--- config.mk ---
export PLATFORM = sky130hd
export DESIGN_NAME = multicycle_control_unit
export DESIGN_NICKNAME = d
export VERILOG_FILES = /design/src/rtl/multicycle_control_unit.sv
export SDC_FILE = /design/constraint.sdc
export NUM_CORES = 1
export LEC_CHECK = 0
export CORE_MARGIN = 2
export CORE_UTILIZATION = 47
export DETAILED_ROUTE_END_ITERATION = 8
export HOLD_SLACK_MARGIN = 0.03
export PLACE_DENSITY = 0.92
export SETUP_SLACK_MARGIN = 0.1
export SYNTH_ARGS = -nofsm -noshare
export SYNTH_HDL_FRONTEND = slang
export SYNTH_SLANG_ARGS = --single-unit
--- constraint.sdc ---
create_clock -name clk -period 3.6 [get_ports clk]
set_input_delay 0.9 -clock clk [delete_from_list [all_inputs] [get_ports clk]]
set_output_delay 0.9 -clock clk [all_outputs]
set_load 0.005 [all_outputs]
--- src/rtl/multicycle_control_unit.sv ---
// -----------------------------------------------------------------------------
// multicycle_control_unit
//
// Multicycle Moore controller for the MIPS datapath. It steps each instruction
// through FETCH/DECODE, an execute step and a writeback step. It adds
// MEM_LATENCY cycles to every memory access (FETCH, MEMRD, MEMWR). The ALU
// decoder is built in. Unsupported opcodes and functs are flagged on
// illegal_op.
//
// Optional feature (macro MC_CTRL_IMM_LOGIC_EN):
//   defined   : andi (001100) / ori (001101) run through ADDIEXE/ADDIWB, with
//               alu_control set to and/or.
//   undefined : andi/ori are illegal opcodes.
//
// Parameters:
//   MEM_LATENCY  cycles per memory access, 1..15
//   CNT_W        wait-counter width, 2**CNT_W > MEM_LATENCY
//
// Ports:
//   clk          system clock, rising edge
//   reset        asynchronous active-high reset
//   opcode       instr[31:26] from the instruction register
//   funct        instr[5:0]
//   zero         ALU zero flag (used in BRANCH)
//   mem_write    data memory write strobe
//   ir_write     instruction register load strobe
//   pc_write     unconditional PC load
//   pc_en        pc_write | (branch & zero)
//   branch       BRANCH state indicator
//   i_or_d       memory address select (0 PC, 1 ALUOut)
//   memto_reg    writeback data from memory
//   reg_dst      destination select (1 rd, 0 rt)
//   reg_write    register file write enable
//   alu_src_a    ALU A select (0 PC, 1 reg A)
//   alu_src_b    ALU B select (00 B, 01 4, 10 SignImm, 11 SignImm<<2)
//   pc_src       PC source (00 ALU, 01 ALUOut, 10 jump target)
//   alu_control  010 add, 110 sub, 000 and, 001 or, 111 slt
//   illegal_op   one-cycle flag for an unsupported opcode or funct
//   state        current state encoding (debug)
// -----------------------------------------------------------------------------
module multicycle_control_unit #(
   parameter int unsigned MEM_LATENCY = 1,
   parameter int unsigned CNT_W       = 4
) (
   input  logic       clk,
   input  logic       reset,
   input  logic [5:0] opcode,
   input  logic [5:0] funct,
   input  logic       zero,
   output logic       mem_write,
   output logic       ir_write,
   output logic       pc_write,
   output logic       pc_en,
   output logic       branch,
   output logic       i_or_d,
   output logic       memto_reg,
   output logic       reg_dst,
   output logic       reg_write,
   output logic       alu_src_a,
   output logic [1:0] alu_src_b,
   output logic [1:0] pc_src,
   output logic [2:0] alu_control,
   output logic       illegal_op,
   output logic [3:0] state
);

   typedef enum logic [3:0] {
      S_FETCH   = 4'd0,  S_DECODE  = 4'd1,  S_MEMADR  = 4'd2,  S_MEMRD  = 4'd3,
      S_MEMWB   = 4'd4,  S_MEMWR   = 4'd5,  S_EXECUTE = 4'd6,  S_ALUWB  = 4'd7,
      S_BRANCH  = 4'd8,  S_ADDIEXE = 4'd9,  S_ADDIWB  = 4'd10, S_JUMP   = 4'd11
   } state_t;

   localparam logic [5:0] OP_RTYPE = 6'b000000;
   localparam logic [5:0] OP_LW    = 6'b100011;
   localparam logic [5:0] OP_SW    = 6'b101011;
   localparam logic [5:0] OP_BEQ   = 6'b000100;
   localparam logic [5:0] OP_ADDI  = 6'b001000;
   localparam logic [5:0] OP_J     = 6'b000010;
`ifdef MC_CTRL_IMM_LOGIC_EN
   localparam logic [5:0] OP_ANDI  = 6'b001100;
   localparam logic [5:0] OP_ORI   = 6'b001101;
`endif

   localparam logic [2:0] ALU_ADD = 3'b010;
   localparam logic [2:0] ALU_SUB = 3'b110;
   localparam logic [2:0] ALU_AND = 3'b000;
   localparam logic [2:0] ALU_OR  = 3'b001;
   localparam logic [2:0] ALU_SLT = 3'b111;

   localparam logic [CNT_W-1:0] CNT_LAST = CNT_W'(MEM_LATENCY - 1);

   state_t           state_q, state_d;
   logic [CNT_W-1:0] cnt_q, cnt_d;
   logic             cnt_last;
   logic             mem_write_raw, ir_write_raw, pc_write_raw, reg_write_raw;
   logic             branch_raw, illegal_raw;

   assign cnt_last = (cnt_q == CNT_LAST);

   // NOTE: sequential state uses non-blocking assignments only, so every
   // register samples the values from before the edge.
   always_ff @(posedge clk or posedge reset) begin
      if (reset) begin
         state_q <= S_FETCH;
         cnt_q   <= '0;
      end else begin
         state_q <= state_d;
         cnt_q   <= cnt_d;
      end
   end

   // Only the wait states loop on themselves, so any state change clears the
   // counter. That clears it on entry to FETCH, MEMRD and MEMWR.
   assign cnt_d = (state_d == state_q) ? cnt_q + CNT_W'(1) : '0;

   // NOTE: every output of this block gets a default before the case, so no
   // path leaves a value held and no latch is inferred.
   always_comb begin
      state_d       = S_FETCH;
      mem_write_raw = 1'b0;
      ir_write_raw  = 1'b0;
      pc_write_raw  = 1'b0;
      reg_write_raw = 1'b0;
      branch_raw    = 1'b0;
      illegal_raw   = 1'b0;
      i_or_d        = 1'b0;
      memto_reg     = 1'b0;
      reg_dst       = 1'b0;
      alu_src_a     = 1'b0;
      alu_src_b     = 2'b00;
      pc_src        = 2'b00;
      alu_control   = 3'b000;

      case (state_q)
         S_FETCH: begin
            alu_src_b   = 2'b01;
            alu_control = ALU_ADD;
            if (cnt_last) begin
               ir_write_raw = 1'b1;
               pc_write_raw = 1'b1;
               state_d      = S_DECODE;
            end else begin
               state_d      = S_FETCH;
            end
         end
         S_DECODE: begin
            alu_src_b   = 2'b11;
            alu_control = ALU_ADD;
            case (opcode)
               OP_LW, OP_SW: state_d = S_MEMADR;
               OP_RTYPE:     state_d = S_EXECUTE;
               OP_BEQ:       state_d = S_BRANCH;
               OP_ADDI:      state_d = S_ADDIEXE;
`ifdef MC_CTRL_IMM_LOGIC_EN
               OP_ANDI,
               OP_ORI:       state_d = S_ADDIEXE;
`endif
               OP_J:         state_d = S_JUMP;
               default: begin
                  illegal_raw = 1'b1;
                  state_d     = S_FETCH;
               end
            endcase
         end
         S_MEMADR: begin
            alu_src_a   = 1'b1;
            alu_src_b   = 2'b10;
            alu_control = ALU_ADD;
            state_d     = (opcode == OP_SW) ? S_MEMWR : S_MEMRD;
         end
         S_MEMRD: begin
            i_or_d  = 1'b1;
            state_d = cnt_last ? S_MEMWB : S_MEMRD;
         end
         S_MEMWB: begin
            memto_reg     = 1'b1;
            reg_write_raw = 1'b1;
            state_d       = S_FETCH;
         end
         S_MEMWR: begin
            i_or_d = 1'b1;
            if (cnt_last) begin
               mem_write_raw = 1'b1;
               state_d       = S_FETCH;
            end else begin
               state_d       = S_MEMWR;
            end
         end
         S_EXECUTE: begin
            alu_src_a = 1'b1;
            state_d   = S_ALUWB;
            case (funct)
               6'b100000: alu_control = ALU_ADD;
               6'b100010: alu_control = ALU_SUB;
               6'b100100: alu_control = ALU_AND;
               6'b100101: alu_control = ALU_OR;
               6'b101010: alu_control = ALU_SLT;
               default: begin
                  alu_control = ALU_ADD;
                  illegal_raw = 1'b1;
               end
            endcase
         end
         S_ALUWB: begin
            reg_dst       = 1'b1;
            reg_write_raw = 1'b1;
            state_d       = S_FETCH;
         end
         S_BRANCH: begin
            alu_src_a   = 1'b1;
            alu_control = ALU_SUB;
            pc_src      = 2'b01;
            branch_raw  = 1'b1;
            state_d     = S_FETCH;
         end
         S_ADDIEXE: begin
            alu_src_a   = 1'b1;
            alu_src_b   = 2'b10;
            alu_control = ALU_ADD;
`ifdef MC_CTRL_IMM_LOGIC_EN
            if (opcode == OP_ANDI)     alu_control = ALU_AND;
            else if (opcode == OP_ORI) alu_control = ALU_OR;
`endif
            state_d     = S_ADDIWB;
         end
         S_ADDIWB: begin
            reg_write_raw = 1'b1;
            state_d       = S_FETCH;
         end
         S_JUMP: begin
            pc_src       = 2'b10;
            pc_write_raw = 1'b1;
            state_d      = S_FETCH;
         end
         default: state_d = S_FETCH;  // unused codes 12-15
      endcase
   end

   // NOTE: reset only clears the state and the counter. While reset is high,
   // FETCH is current and its final-cycle strobes could still decode, so the
   // strobes are also masked directly by reset.
   assign mem_write  = mem_write_raw & ~reset;
   assign ir_write   = ir_write_raw  & ~reset;
   assign pc_write   = pc_write_raw  & ~reset;
   assign reg_write  = reg_write_raw & ~reset;
   assign branch     = branch_raw    & ~reset;
   assign illegal_op = illegal_raw   & ~reset;
   assign pc_en      = pc_write | (branch & zero);
   assign state      = state_q;

endmodule

==> run_results.csv <==
group,metric,value,unit
die,die_w,49.6,µm
yosys,synthCells,128,
timing,fin_crit_sh,0.944,
min_path,hp-class,"reg -> reg",
place,post_dp_cell_area,0.00132,mm²
place,pre_cts_ws,-0.104,ns
clock_network,cts.sinks,8,
yosys,synthFlopType,"dfrtp_1",
detailed_routing,wire_per_inst,15.0,µm
setup_path,path_cells,"clkdlybuf4s50_1, nor4_1, a21o_1, clkdlybuf4s50_1",
power,p_leak,0.563,nW
clock_network,tritoncts,"built",
yosys,synth.avg_cell_area,7.62,µm²
setup_path,slowest_delay,0.52,ns
yosys,synth_cell_types,45,
yosys,async_flop_share,1.00,
setup_path,startpoint_type,"input port",
final_layout,drive_gt1_frac,0.128,
detailed_routing,drt_iter0_markers,35,
clock_network,cts_root_buffer,"clkbuf_4",
global_route,grt_first_pass_wirelength,4550,µm
final_layout,fillers,170,
clock_network,numCtsBuffers,3,
global_route,grt_antenna_before_repair,0,
place,dp_hpwl,2150,µm
yosys,seq_area_frac_synth,0.205,
yosys,synthesis.area,976,µm²
clock_network,path_clk_slew,0.06,ns
detailed_routing,vias_per_cell,6.02,
setup_path,reg2reg_to,"cnt_q[3]$_DFF_PP0_",
yosys,synth.yosys.warnings,0,
detailed_routing,route.detailed.drc,0,
timing,maxSlewHeadroom,0.582,
detailed_routing,dr.pass1.iters,4,
power,vdd.ir_drop.worst,0.385,mV
final_layout,n_antenna_cell,0,
global_route,grt_use_total,0.235,
die,die_area,0.00246,mm²
min_path,hold_depth,1,
global_route,grt_pass1_vias,1037,
timing,slew_viol_final,0,
global_route,grt_overflow,0,
setup_path,crit_type,"in -> out",
outcome,status,"complete, no violations",
yosys,synth-seq-cells,8,
timing,period_minus_slack,3.40,ns
detailed_routing,vias,1150,
power,power.density,579,mW/mm²
timing,finalHoldViolations,0,
final_layout,nets,183,
setup_path,arrival,2.50,ns
final_layout,syn2layout_area_growth,39.9,%
place,port_buffers,36,
setup_path,r2r_start,"state[1]$_DFF_PP0_",
die,core_area,0.00196,mm²
min_path,holdPathEnd,"cnt_q[0]$_DFF_PP0_",
die,initial_core_util,0.497,
detailed_routing,wl,2870,µm
die,row_count,16,
die,io_pins,37,
clock_network,htree_levels,1,
setup_path,crit_buf_inv,2,
clock_network,cts_max_path_buffers,2,
setup_path,reg2reg_depth,5,
clock_network,clkLatencyLatePin,0.27,ns
timing,tightest_slew,0.627,ns
setup_path,path_delay_family,"buffers and inverters",
place,place_inst,187,
setup_path,end_kind,"output port",
flow_run,maxCapViolations,0,
timing,fmax,294,MHz
clock_network,postCtsHoldBufs,0,
setup_path,cp.required,2.70,ns
yosys,synth_nets,145,
timing,final-setup-viol-count,0,
final_layout,fin_area,0.00137,mm²
setup_path,rrSetupSlack,1.61,ns
place,gp_congestion,0.791,
min_path,hold_start,"cnt_q[0]$_DFF_PP0_",
final_layout,final_cell_count_no_fill,191,
setup_path,critPathMaxFanout,7,
yosys,synth_edf_count,0,
die,die_y,49.6,µm
detailed_routing,ant_nets,0,
timing,fin_ws,0.201,ns
setup_path,worst_path_most_repeated_cell,"clkdlybuf4s50_1",
timing,grt_setup_unrepaired,"no",
global_route,grt_max_degree,22,
setup_path,slowest_stage,"clkdlybuf4s50_1",
timing,clock_skew,0.0133,ns
[synthesized netlist by cell type, types with 2 or more instances]
| library cell | instances | area share |
|---|---|---|
| nor2_1 | 14 | 0.054 |
| nor3_1 | 13 | 0.067 |
| a21oi_1 | 9 | 0.046 |
| dfrtp_1 | 8 | 0.21 |
| nand2b_1 | 8 | 0.051 |
| o21ai_0 | 8 | 0.041 |
| inv_1 | 7 | 0.027 |
| nand3_1 | 6 | 0.031 |
| a31oi_1 | 3 | 0.019 |
| buf_6 | 3 | 0.035 |
| clkbuf_8 | 3 | 0.042 |
| nand2_1 | 3 | 0.012 |
| nor4_1 | 3 | 0.019 |
| xor2_1 | 3 | 0.027 |
| a21boi_0 | 2 | 0.015 |
| a21o_1 | 2 | 0.015 |
| clkbuf_1 | 2 | 0.0077 |
| ha_1 | 2 | 0.026 |
| mux2i_1 | 2 | 0.021 |
| xnor2_1 | 2 | 0.018 |
[state kept, by name (all words and copies together) (netlist names)]
name and count:
state 4, cnt_q 4
[through the flow]
stage	utilization	hold slack [ns]	TNS, ns	power, mW
2_1_floorplan	-	0.463	0	0.529
3_3_place_gp	0.673	0.480	0	0.694
3_5_place_dp	0.673	0.500	-0.104	0.714
4_1_cts	0.685	0.508	0	0.786
5_1_grt	0.696	0.527	0	0.853
6_report	0.696	0.503	0	0.790
[cell families (layout without fill, tap and decap cells)]
kind of cell,count (synthesis),count (layout),share of synthesized area
simple gates,59,59,0.333
buf+inv,16,52,0.117
mux,2,2,0.0205
compound gates,36,36,0.254
xor+xnor,5,5,0.0449
flops,8,8,0.205
fa+ha+maj,2,2,0.0256
[report_power, final]
| group | switching (mW) | leakage (nW) | internal, mW |
|---|---|---|---|
| logic | 0.256 | 0.441 | 0.281 |
| clock network | 0.0341 | 0.0138 | 0.0384 |
| registers | 0.0710 | 0.109 | 0.110 |
| total | 0.361 | 0.563 | 0.429 |
[cells in the final DEF, fill, tap and decap left out, types with 2 or more instances in the layout]
cell type / instances
ha_1: 2
buf_4: 6
xor2_1: 3
dlygate4sd2_1: 2
clkdlybuf4s50_1: 32
dlymetal6s2s_1: 2
nor4_1: 3
nand3_1: 6
o21ai_0: 8
xnor2_1: 2
clkbuf_4: 3
nor3_1: 12
a31oi_1: 3
inv_1: 7
nand2_1: 3
mux2i_1: 2
a21o_1: 2
a21oi_1: 9
nand2b_1: 8
dfrtp_1: 8
nor2_1: 14
[how the worst max path moves through the flow]
| stage | cells after the start | from | slack [ns] | endpoint |
|---|---|---|---|---|
| detailed placement | 7 | opcode[1] | -0.10 | illegal_op |
| global route | 4 | reset | 0.11 | pc_en |
| finish | 4 | reset | 0.20 | pc_en |
| CTS | 7 | opcode[0] | 0.02 | illegal_op |
| global placement | 7 | opcode[1] | 0.01 | illegal_op |
| floorplan | 5 | opcode[0] | 0.93 | illegal_op |
[metal layers]
| layer | track usage | routed length (µm) |
|---|---|---|
| met5 | 0 | 0 |
| met4 | 0.111 | 70 |
| met3 | 0.0576 | 258 |
| met2 | 0.402 | 1430 |
| met1 | 0.274 | 1120 |
[repair_timing]
item	4_1_cts	5_1_grt
gates resized for setup	4	4
setup endpoints to repair	2	2
pin swaps	0	1
setup buffers	0	1
[cell type report]
| class | count | area, µm² | share of cell area |
|---|---|---|---|
| multi-input combinational | 104 | 674 | 0.494 |
| timing repair buffer | 42 | 408 | 0.299 |
| clock buffer | 3 | 22.5 | 0.0165 |
| sequential | 8 | 200 | 0.147 |
| inverter | 7 | 26.3 | 0.0192 |
| tap | 27 | 33.8 | 0.0247 |
(Power assumes the default switching activity.)
==> RTL edit (same settings) <==
Add a define of `MC_CTRL_IMM_LOGIC_EN`.
--- a/src/rtl/multicycle_control_unit.sv
+++ b/src/rtl/multicycle_control_unit.sv
@@ -38,6 +38,8 @@
 //   illegal_op   one-cycle flag for an unsupported opcode or funct
 //   state        current state encoding (debug)
 // -----------------------------------------------------------------------------
+`define MC_CTRL_IMM_LOGIC_EN
+
 module multicycle_control_unit #(
    parameter int unsigned MEM_LATENCY = 1,
    parameter int unsigned CNT_W       = 4
Function: changed (a bounded check fails within 4 cycles, from zero or initial values and one cycle with reset high).
==> RTL edit against the original RTL <==
Wire length up 7.7%; first-iteration DRC count up 110%; sequential share of layout area down 0.70 points; count of clock-buffer cells in the layout unchanged; worst setup slack worse by 0.038 ns; global-route usage up 2.1 points; final area up 5.0%; combinational power up 17%; worst hold slack better by 0.015 ns; area after synthesis down 0.77%; utilization up 3.5 points; sequential cell count unchanged; total power up 14%; critical path type unchanged.
==> RTL edit: results (changes against the original RTL) <==
* Worst min-delay path category: flop to flop
* Slowest stage cell, crit path: sky130_fd_sc_hd__clkdlybuf4s50_1
* Max Root-Sink Buffers at 2 (unchanged)
* Worst clock skew at 0.007612 ns (-0.005730 ns)
* Number of instances in the synthesized netlist at 131 (+2.3%)
* DP Area at 1374 µm² (+4.1%)
* Worst setup slack for register-to-register paths at 1.57 ns (-0.04 ns)
* Number of buffers created by CTS at 3 (unchanged)
* Maximum fanout along the worst path at 8 (+1)
* Share of post-route cells with drive strength above 1 at 0.1250 (-0.003049)
* First-pass GRT wire length at 5002 µm (+9.8%)
* Run status: completed
* Number of nets at the end of the flow at 187 (+2.2%)
* Maximum number of pins on one net before global-route repair at 23 (+4.5%)
* Vias after detailed routing at 1213 (+5.5%)
* Reg clk slew, reported paths at 0.05 ns
* Final weighted congestion of routability-driven global placement at 0.8885 (+12%)
* Half-perimeter wire length after detailed placement at 2270 µm (+5.6%)
* Leakage power figure at 0.5614 nW (-0.33%)
* Net count after synthesis at 148 (+2.1%)
* Antenna violations before repair at 0 (unchanged)
* Hold wc startpoint: cnt_q[0]$_DFF_PP0_
* Endpoint with the worst hold slack: cnt_q[0]$_DFF_PP0_
* Worst Hold Slack at 0.5182 ns (+0.01480 ns)
* Worst R2R End: cnt_q[0]$_DFF_PP0_
* Depth of the worst register-to-register path at 4 (-1)
* Iteration count of the initial detailed-routing pass at 4 (unchanged)
* Count of cells along the worst hold path at 1 (unchanged)
* Clock latency on the worst-skew pair at 0.26 ns
* Worst Path Arrival at 2.54 ns (+0.04 ns)
* Synth top area cells: sky130_fd_sc_hd__dfrtp_1, sky130_fd_sc_hd__nor3_1, sky130_fd_sc_hd__nor2_1
* Launch point of the critical path: opcode[0]
* Ys Warns at 0 (unchanged)
* Sequential share of the synthesized area at 0.2067 (+0.001590)
* Maximum vdd drop at 0.4187 mV (+8.8%)
* Number of global-route vias before repair at 1132 (+9.2%)
* Origin of the critical flop-to-flop path: state[1]$_DFF_PP0_
* Number of hold buffers added after cts at 0 (unchanged)
* Number of different library cells in the post-synthesis netlist at 46 (+2.2%)
* WL per Instance at 15.87 µm (+5.5%)
* Commonest cells in the netlist: sky130_fd_sc_hd__nor2_1, sky130_fd_sc_hd__nor3_1, sky130_fd_sc_hd__dfrtp_1, sky130_fd_sc_hd__nand2_1, sky130_fd_sc_hd__nand2b_1
* Longest individual stage delay on the worst path at 0.55 ns (+0.03 ns)
* Final Non-Filler Cells at 195 (+2.1%)
* CTS Root Buffer Type: sky130_fd_sc_hd__clkbuf_4
* Overall routing resource usage at 0.2569 (+0.02144)
* Initial DRC Count at 74 (+110%)
* Fraction of registers with async set or reset after synthesis at 1.000 (unchanged)
* Actual transition at the worst max-transition pin at 0.6596 ns (+0.03221 ns)
==> RTL edit: worst max path at each step <==
stage | endpoint | cells past startpoint
after floorplan | alu_control[0] | 4
after global placement | alu_control[0] | 6
after detailed placement | alu_control[0] | 6
after CTS | alu_control[0] | 6
after global routing | alu_control[2] | 5
final | illegal_op | 6
==> RTL edit: cell families after synthesis <==
group	count (synthesis)	synth area share
multiplexers	2	0.02067
XOR/XNOR	3	0.02714
buffers and inverters	17	0.07751
adder cells (fa/ha/maj)	2	0.02584
flip-flops	8	0.2067
AO/OA/AOI/OAI	36	0.2752
AND/OR/NAND/NOR	63	0.3669
==> RTL edit: per-layer routing <==
layer	track usage	up-vias	part of all wire
met5	0	-	0
met4	0.09259	0	0.025
met3	0.01840	13	0.071
met2	0.4842	76	0.50
met1	0.3010	561	0.40
li1	-	563	-
==> RTL edit: final cells by class <==
cell class                 instances  area [µm²]
clock buffer                       3       22.52
timing repair buffer              44       425.4
multi-input combinational        106       725.7
sequential                         8       200.2
inverter                           7       26.28
tap                               27       33.78
fill                             157       528.0
==> RTL edit: report_power, final <==
part           total [mW]  internal [mW]  leakage [nW]  switching [mW]
sequential          0.207          0.116         0.108          0.0905
clock              0.0687         0.0382        0.0138          0.0305
combinational       0.628          0.324         0.440           0.304
==> RTL edit: metrics by stage <==
step	util	worst slack, ns
after floorplan	-	1.063
after global placement	0.7003	0.1429
after detailed placement	0.7003	0.02611
after CTS	0.7181	0.1116
after global routing	0.7309	0.09800
final	0.7309	0.1638
==> RTL edit: what timing repair did <==
item	4_1_cts	5_1_grt
endpoints found under the setup margin	1	2
pin swaps	0	1
resized for setup	2	5
==> RTL edit: critical path, delay by kind of cell <==
family          cells  cell delay [ns]
simple gates        2             0.37
buf+inv             2             1.00
compound gates      2             0.27
